[config.mk]
export PLATFORM = sky130hd
export DESIGN_NAME = jtframe_romslot_cache
export DESIGN_NICKNAME = d
export VERILOG_FILES = /design/src/rtl/jtframe_romslot_cache.sv
export SDC_FILE = /design/constraint.sdc
export NUM_CORES = 1
export LEC_CHECK = 0
export CAP_MARGIN = 20
export CORE_UTILIZATION = 54
export DETAILED_ROUTE_END_ITERATION = 10
export PLACE_DENSITY = 0.85
export REMOVE_ABC_BUFFERS = 1
export SLEW_MARGIN = 5
export SYNTH_ARGS = -nofsm -noshare
export SYNTH_HDL_FRONTEND = slang
export SYNTH_SLANG_ARGS = --single-unit
[constraint.sdc]
create_clock -name clk -period 3.9 [get_ports clk]
set_clock_uncertainty 0.05 [all_clocks]
set_input_delay 0.585 -clock clk [delete_from_list [all_inputs] [get_ports clk]]
set_output_delay 0.585 -clock clk [all_outputs]
set_load 0.03 [all_outputs]
[src/rtl/jtframe_romslot_cache.sv]
// jtframe_romslot_cache: ROM-slot responder with a two-line, fully associative
// cache of 32-bit lines, refilled over the SDRAM req/ack/dst/rdy handshake.
// Optional macro JTFRAME_ROMSLOT_PREFETCH_EN: after a demand fill of line L,
// fetch line L+1 into the other entry if it is not already cached.
module jtframe_romslot_cache #(
  parameter  int AW = 17,
  parameter  int DW = 8,
  localparam int OW = (DW == 16) ? 1 : 2,
  localparam int LW = AW - OW
) (
  input  logic          clk,
  input  logic          rst,
  input  logic [AW-1:0] addr,
  input  logic          addr_ok,
  output logic [DW-1:0] dout,
  output logic          data_ok,
  output logic [LW-1:0] sdram_addr,
  output logic          sdram_req,
  input  logic          sdram_ack,
  input  logic          data_dst,
  input  logic          data_rdy,
  input  logic [31:0]   din
);

  localparam logic [1:0] ST_IDLE = 2'd0;
  localparam logic [1:0] ST_REQ  = 2'd1;
  localparam logic [1:0] ST_WAIT = 2'd2;

  logic [1:0]         r_valid;
  logic [1:0][LW-1:0] r_tag;
  logic [1:0][31:0]   r_data;
  logic               r_lru;      // entry to replace on the next demand fill
  logic [1:0]         r_st;
  logic               r_req;
  logic [LW-1:0]      r_addr;

  logic [LW-1:0] w_line;
  logic [OW-1:0] w_off;
  logic          w_m0, w_m1, w_hit;
  logic [31:0]   w_sel, w_word;
  logic [4:0]    w_shamt;
  logic          w_rsp, w_fill, w_way;

  assign w_line = addr[AW-1:OW];
  assign w_off  = addr[OW-1:0];
  assign w_m0   = r_valid[0] && (r_tag[0] == w_line);
  assign w_m1   = r_valid[1] && (r_tag[1] == w_line);
  assign w_hit  = addr_ok && (w_m0 || w_m1);

  // Little-endian word pick inside the selected line
  assign w_sel   = w_m1 ? r_data[1] : r_data[0];
  assign w_shamt = 5'(32'(w_off) * DW);
  assign w_word  = w_sel >> w_shamt;

  assign data_ok    = w_hit;
  assign dout       = w_hit ? w_word[DW-1:0] : '0;
  assign sdram_req  = r_req;
  assign sdram_addr = r_addr;

  // A response only counts once the request has been accepted (or in the same cycle)
  assign w_rsp  = data_dst && data_rdy;
  assign w_fill = w_rsp && ((r_st == ST_WAIT) || (r_st == ST_REQ && sdram_ack));

`ifdef JTFRAME_ROMSLOT_PREFETCH_EN
  logic          r_pf;            // current fetch is a prefetch
  logic          r_pf_way;        // entry not holding the demand line
  logic [LW-1:0] w_next;
  logic          w_next_have;

  assign w_way       = r_pf ? r_pf_way : r_lru;
  assign w_next      = r_addr + LW'(1);
  assign w_next_have = r_valid[!w_way] && (r_tag[!w_way] == w_next);
`else
  assign w_way = r_lru;
`endif

  // Cache array and replacement pointer
  always_ff @(posedge clk or posedge rst) begin
    if (rst) begin
      r_valid <= '0;
      r_tag   <= '0;
      r_data  <= '0;
      r_lru   <= 1'b0;
    end else begin
      if (w_hit) r_lru <= w_m0;   // point at the entry not just used
      if (w_fill) begin
        r_valid[w_way] <= 1'b1;
        r_tag[w_way]   <= r_addr;
        r_data[w_way]  <= din;
`ifdef JTFRAME_ROMSLOT_PREFETCH_EN
        if (!r_pf) r_lru <= !w_way;
`else
        r_lru <= !w_way;
`endif
      end
    end
  end

  // Fetch sequencer: one outstanding request, never aborted
  always_ff @(posedge clk or posedge rst) begin
    if (rst) begin
      r_st   <= ST_IDLE;
      r_req  <= 1'b0;
      r_addr <= '0;
`ifdef JTFRAME_ROMSLOT_PREFETCH_EN
      r_pf     <= 1'b0;
      r_pf_way <= 1'b0;
`endif
    end else begin
      case (r_st)
        ST_IDLE: if (addr_ok && !w_hit) begin
          r_addr <= w_line;
          r_req  <= 1'b1;
          r_st   <= ST_REQ;
        end
        ST_REQ: if (sdram_ack) begin
          r_req <= 1'b0;
          r_st  <= ST_WAIT;
        end
        default: ;
      endcase
      if (w_fill) begin
        r_st <= ST_IDLE;
`ifdef JTFRAME_ROMSLOT_PREFETCH_EN
        if (!r_pf && !w_next_have) begin
          r_st     <= ST_REQ;
          r_req    <= 1'b1;
          r_addr   <= w_next;
          r_pf     <= 1'b1;
          r_pf_way <= !w_way;
        end else begin
          r_pf <= 1'b0;
        end
`endif
      end
    end
  end

endmodule

==> impl_metrics.csv, run 1 <==
group,metric,value,unit
route,drtPass1Iterations,4,
route,drt_first_iter_violations,83,
status,status,"complete, no violations",
floorplanning,dieArea,10160,sq um
yosys,ys_warn_count,0,
clock_network,clock_latency,0.51,ns
yosys,synthSimpleGateAreaFrac,5.011,%
setup_path,cp-end-kind,"primary output",
yosys,async_flop_share,100.0,%
clock_network,cts_made_buffers,17,
flow_run,maxCapViolCount,0,
clock_network,cts-root-buf,"clkbuf_8",
setup_path,r2r_end,"r_data[17]",
setup_path,crit_chain,"clkdlybuf4s50_1 -> xnor2_1 -> nand4_1 -> nor4_4 -> buf_12 -> o21ai_2 -> buf_4 -> inv_1 -> clkdlybuf4s50_1",
yosys,synth-seq-cells,115,
finish,fin_nets,523,
yosys,synth_ff_type,"dfrtp_1",
finish,syn2layout_area_growth,30.59,%
yosys,synth_cell_type_count,31,
timing,post-route-min-period,3.673,ns
timing,layout_setup_ws,0.2268,ns
placement,place_hpwl,7110,microns
timing,grt_setup_unrepaired,"no",
finish,layout-drive-gt1-share,34.93,%
route,drc_errors,0,
setup_path,ff2ff_path_depth,5,
yosys,syn_area_per_cell,14.13,sq um
global_route,grt_max_degree,91,
timing,hold_viol_final,0,
clock_network,h-tree-depth,4,
timing,slew_violations,0,
yosys,synth_top_family_by_area,"multiplexers",
finish,final_util,73.76,%
route,via_per_inst,5.566,
clock_network,clkTransAtPathRegs,0.06,ns
global_route,antenna_found_initial,0,
floorplanning,die_h,100.8,microns
timing,fmax,272.2,MHz
route,routed_wl,11460,microns
setup_path,critPathArrivalTime,3.04,ns
route,antenna_left,0,
yosys,syn_area,5269,sq um
clock_network,tritoncts_num_sinks,115,
yosys,synth.area.mux_share,29.80,%
placement,port_buffers,79,
setup_path,cpPeakStageDelay,0.66,ns
timing,slew_headroom,66.03,%
setup_path,cpMostUsedCell,"clkdlybuf4s50_1",
yosys,synth-edff-count,0,
pwr,power.density,790.4,nW/um^2
pwr,power.leakage,2.885,nW
global_route,grt_overflow_total,0,
setup_path,crit_slowest_cell,"clkdlybuf4s50_1",
setup_path,critPathMaxFanout,17,
setup_path,worstSetupPathType,"input pin to primary output",
timing,setup_viol,0,
global_route,grt_pass1_vias,3719,
global_route,grt.total_usage,24.44,%
pwr,peakVddDrop,360.2,uV
setup_path,required,3.26,ns
yosys,synth_compound_area_share,2.921,%
yosys,synthXorXnorAreaFrac,4.987,%
route,vias,3395,
floorplanning,ios,80,
clock_network,cts_tree,"built",
global_route,grt_pass1_wl,18400,microns
timing,worst_pin_slew,0.5095,ns
setup_path,r2r_setup_slack,1.64,ns
min_path,min_path_type,"input pin to async pin",
placement,dp_slack,0.09809,ns
floorplanning,rows,35,
floorplanning,die_w,100.8,microns
route,wl_per_cell,18.78,microns
finish,num-fill-cells,601,
setup_path,critPathLaunchType,"input pin",
clock_network,ctsLongestPathBuffers,2,
timing,period_share,94.18,%
setup_path,r2r-start,"r_st[1]",
placement,gp_congestion,0.7508,
floorplanning,start_util,56.49,%
timing,finalSetupTns,0,ns
yosys,yosysSeqAreaShare,54.62,%
yosys,synthAdderAreaFrac,0,%
finish,diodes,0,
floorplanning,core_area,9328,sq um
yosys,synthCells,373,
cell type report:
type	instances	area, sq um	share of cell area (%)
Clock buffer	24	480.5	6.983
Clock inverter	8	147.6	2.146
Inverter	2	10.01	0.1455
Multi-Input combinational cell	238	2270	32.99
Sequential cell	115	2878	41.83
Tap cell	129	161.4	2.346
Timing Repair Buffer	94	933.4	13.57
metal layers:
layer  GRT usage [%]  share of wire [%]  wire length (microns)  up-vias
met4           10.48                2.3                    265        0
met5               0                  0                      0        -
met3           7.074                5.0                    569       25
li1                -                  -                      -     1532
met1           29.46                 42                   4818     1747
met2           41.10                 51                   5802       91
cells in the mapped netlist, types with 3 or more instances:
cell type / n / area [sq um]
mux2i_1: 32 / 320.3
mux2_4: 6 / 90.09
dfrtp_1: 115 / 2878
nand4_1: 8 / 50.05
buf_2: 6 / 30.03
a22oi_1: 8 / 60.06
nor2b_1: 3 / 18.77
mux2_2: 103 / 1160
xnor2_1: 30 / 262.8
nand2b_1: 3 / 18.77
nand2_1: 12 / 45.04
nor2_1: 3 / 11.26
and3_1: 8 / 50.05
a21oi_1: 11 / 55.05
buf_1: 3 / 11.26
buf_6: 3 / 33.78
state kept, by name, summed over array words and instances, names as in the netlist:
name,flops
r_data,64
r_tag,30
sdram_addr,15
r_st,2
r_valid,2
r_lru,1
sdram_req,1
where the power goes:
group          switching [mW]  internal [mW]
Combinational           0.670          0.940
Clock                   0.522           1.10
Sequential              0.407           1.80
Total                    1.60           3.84
worst max path at each step:
stage                   from       to  slack [ns]  depth (start not counted)
detailed placement  addr[11]  dout[5]         0.1                          9
floorplan            addr[9]  dout[0]       -1.34                          6
finish               addr[8]  data_ok        0.23                          9
global placement    addr[11]  dout[5]        0.11                          9
global route         addr[5]  dout[2]         0.1                         10
CTS                  addr[5]  dout[5]        0.04                          9
what timing repair did:
action	CTS	global route
resized for setup	0	1
hold buffers	0	0
buffers inserted	0	0
setup endpoints to repair	0	1
worst max-delay path, delay by kind of cell:
family | cells | cell delay (ns)
AND/OR/NAND/NOR | 2 | 0.56
AO/OA/AOI/OAI | 1 | 0.07
XOR/XNOR | 1 | 0.23
buffers and inverters | 5 | 1.59
cell usage in the layout, fill, tap and decap left out, types with 4 or more instances in the layout:
cell type,synthesis,final
a22oi_1,8,8
nand4_1,8,8
mux2i_1,32,32
dfrtp_1,115,115
bufinv_16,0,4
clkbuf_16,0,16
nand2_1,12,11
and3_1,8,8
a21oi_1,11,11
xnor2_1,30,30
buf_4,2,19
mux2_2,103,103
clkdlybuf4s50_1,0,71
clkbuf_8,0,5
mux2_4,6,6
metrics by stage:
| stage | cell area [sq um] | hold WS [ns] | power [mW] | cells |
|---|---|---|---|---|
| detailed placement | 6222 | 0.4128 | 3.787 | 577 |
| CTS | 6850 | 0.4249 | 5.463 | 609 |
| finish | 6880 | 0.3654 | 5.438 | 610 |
| floorplan | 5136 | 0.3843 | 3.253 | 355 |
| global placement | 6222 | 0.4028 | 3.686 | 577 |
| global route | 6880 | 0.3932 | 5.693 | 610 |
logic make-up (layout without fill, tap and decap cells):
logic type / Yosys count / count (layout)
multiplexers: 141 / 141
flip-flops: 115 / 115
AND/OR/NAND/NOR: 43 / 43
XOR/XNOR: 30 / 30
AO/OA/AOI/OAI: 24 / 24
buffers and inverters: 20 / 128
(Power assumes the default switching activity.)
==> run 2: changes to the inputs <==
Settings changed: ABC_AREA from default to 1, CORE_UTILIZATION 54 to 55, PLACE_DENSITY 0.85 to 0.86.
==> run 2 against run 1 <==
- combinational power about the same
- cell count rose by 57%
- core utilization decreased by 1.9 points
- largest cell class unchanged
==> impl_metrics.csv, run 2 <==
group,metric,value,unit
status,status,"complete, no violations",
setup_path,path_buf_inv,4,
clock_network,ctsLongestPathBuffers,2,
floorplanning,core_area,9774,sq um
route,vias,5047,
route,drtPass1Iterations,5,
yosys,synth-edff-count,0,
yosys,syn_area,5565,sq um
floorplanning,rows,36,
setup_path,cp-end-kind,"primary output",
global_route,grt_overflow_total,0,
min_path,min_path_type,"flop to flop",
clock_network,clkTransAtPathRegs,0.05,ns
pwr,power.density,745.7,nW/um^2
route,drc_errors,0,
clock_network,h-tree-depth,4,
finish,largest_reg_flops,64,
clock_network,clock_latency,0.52,ns
floorplanning,start_util,56.94,%
global_route,grt_pass1_vias,5015,
finish,final_common_cell,"nand2_1",
clock_network,cts_made_buffers,17,
global_route,antenna_found_initial,0,
yosys,yosysSeqAreaShare,51.71,%
pwr,peakVddDrop,481.3,uV
finish,syn2layout_area_growth,26.19,%
floorplanning,die_h,102.6,microns
clock_network,post_cts_buffers,0,
setup_path,r2r-start,"r_st[1]",
setup_path,cpPeakStageDelay,0.53,ns
timing,slew_headroom,57.90,%
finish,fin_nets,868,
global_route,grt_pass1_wl,23140,microns
placement,gp_congestion,0.8376,
timing,post-route-min-period,3.460,ns
yosys,ys_top_cells_by_area,"dfrtp_1 52%, nand2_1 17%, o21ai_0 7.6%",
yosys,synth_area_leader_cell,"dfrtp_1",
clock_network,cts.hold.buffers_added,0,
timing,slew_violations,0,
finish,final_util,71.85,%
yosys,async_flop_share,100.0,%
route,via_per_inst,5.268,
timing,hold_viol_final,0,
yosys,synth-seq-cells,115,
yosys,yosys-top-cells-count,"258 x nand2_1, 115 x dfrtp_1, 90 x inv_1",
yosys,synth_top_area_share,51.71,%
setup_path,crit_slowest_cell,"clkdlybuf4s50_1",
global_route,grt.total_usage,28.94,%
finish,largest_register,"r_data",
placement,dp_cells,927,
placement,port_buffers,79,
yosys,syn_area_per_cell,7.521,sq um
finish,fin_cells,958,
floorplanning,ios,80,
setup_path,cpMostUsedCell,"nand2_1",
timing,grt_setup_unrepaired,"no",
route,routed_wl,14100,microns
clock_network,cts-root-buf,"clkbuf_8",
clock_network,postCtsResizedCells,0,
yosys,synthCells,740,
finish,layout_common_cells,"258 x nand2_1, 115 x dfrtp_1, 89 x inv_1",
yosys,synth_cell_type_count,25,
route,antenna_left,0,
clock_network,cts_tree,"built",
finish,diodes,0,
timing,holdWs,0.4270,ns
setup_path,critPathTopFamily,"simple AND/OR/NAND/NOR gates",
setup_path,worstSetupPathType,"input pin to primary output",
setup_path,required,3.26,ns
timing,finalSetupTns,0,ns
timing,worst_pin_slew,0.6309,ns
route,drt_first_iter_violations,362,
yosys,synth.most_common_cell,"nand2_1",
timing,period_share,88.72,%
pwr,power.leakage,3.468,nW
yosys,synth_ff_type,"dfrtp_1",
floorplanning,dieArea,10520,sq um
route,wl_per_cell,14.72,microns
setup_path,crit_chain,"clkdlybuf4s50_1 -> inv_2 -> nand2_1 -> nand2_1 -> nor2_1 -> nand2_1 -> nor2_4 -> nand2_4 -> nand2_1 -> nand2_1 -> clkinv_1 -> nand2_1 -> nor2_1 -> buf_4",
placement,place_hpwl,8916,microns
clock_network,tritoncts_num_sinks,115,
timing,setup_viol,0,
setup_path,critPathMaxFanout,42,
global_route,grt_max_degree,70,
finish,layout-drive-gt1-share,8.364,%
setup_path,critPathArrivalTime,2.83,ns
min_path,hold_path.startpoint,"r_valid[0]",
setup_path,crit_path_start,"addr[8]",
floorplanning,die_w,102.6,microns
setup_path,critPathLaunchType,"input pin",
timing,fmax,289.0,MHz
yosys,ys_warn_count,0,
flow_run,maxCapViolCount,0,
run 2: cell types whose count changed after synthesis, sizes merged, moves of 11 or more:
cell,delta
o21ai,+97
nand3,+58
nand2,+248
mux2i,-32
nor2,+51
xnor2,-26
mux2,-109
clkbuf,+11
inv,+101
run 2: final timing paths:
check | end | slack, ns | cells after the start
max | dout[2] | 0.44 | 14
min | r_valid[0] | 0.43 | 2
max reg2reg | r_data[61] | 1.78 | 10
min reg2reg | r_valid[0] | 0.43 | 2
max in group asynchronous | r_st[1] | 2.58 | 3
min in group asynchronous | sdram_addr[12] | 0.45 | 2
run 2: routing by layer:
metal / vias up / GRT usage, % / part of all wire [%]
li1: 2429 / - / -
met1: 2396 / 35.83 / 42
met2: 195 / 49.28 / 50
met3: 27 / 6.915 / 6.5
met4: 0 / 10.77 / 1.9
met5: - / 0 / 0
run 2: cell families after synthesis:
logic type             share of synthesized area, %
AO/OA/AOI/OAI                                 9.757
XOR/XNOR                                     0.7868
buffers and inverters                         10.27
flip-flops                                    51.71
AND/OR/NAND/NOR                               27.47
run 2: metrics by stage:
step,worst slack [ns],area (sq um),total power [mW]
floorplan,0.2209,5384,3.062
global placement,0.4953,6424,3.551
detailed placement,0.4918,6424,3.635
CTS,0.4740,7023,5.244
global route,0.2630,7023,5.561
finish,0.4400,7023,5.237
run 2: where the power goes:
group | leakage [nW] | internal, mW | total (mW) | switching [mW]
registers | 1.41 | 1.76 | 2.05 | 0.288
logic | 1.78 | 0.611 | 1.63 | 1.02
clock network | 0.274 | 1.00 | 1.56 | 0.557
run 2: layout make-up:
type / instances / area (sq um)
flip-flops and latches: 115 / 2878
fillers: 721 / 2751
multi-input cells: 488 / 2121
repair buffers: 87 / 865.8
clock buffers: 19 / 441.7
inverters: 104 / 392.9
well taps: 133 / 166.4
clock inverters: 12 / 157.7
run 2: tightest hold or removal path, cell delays in order (launching register included):
cell	delay [ns]
dfrtp_1	0.32
inv_1	0.06
nand2_1	0.07
==> run 3: changes to the inputs <==
Settings changed: CTS_CLUSTER_DIAMETER from default to 200, SLEW_MARGIN 5 to 20.
==> results of run 3 <==
Same layout as run 2: the final DEF is identical, and so are final timing and power.
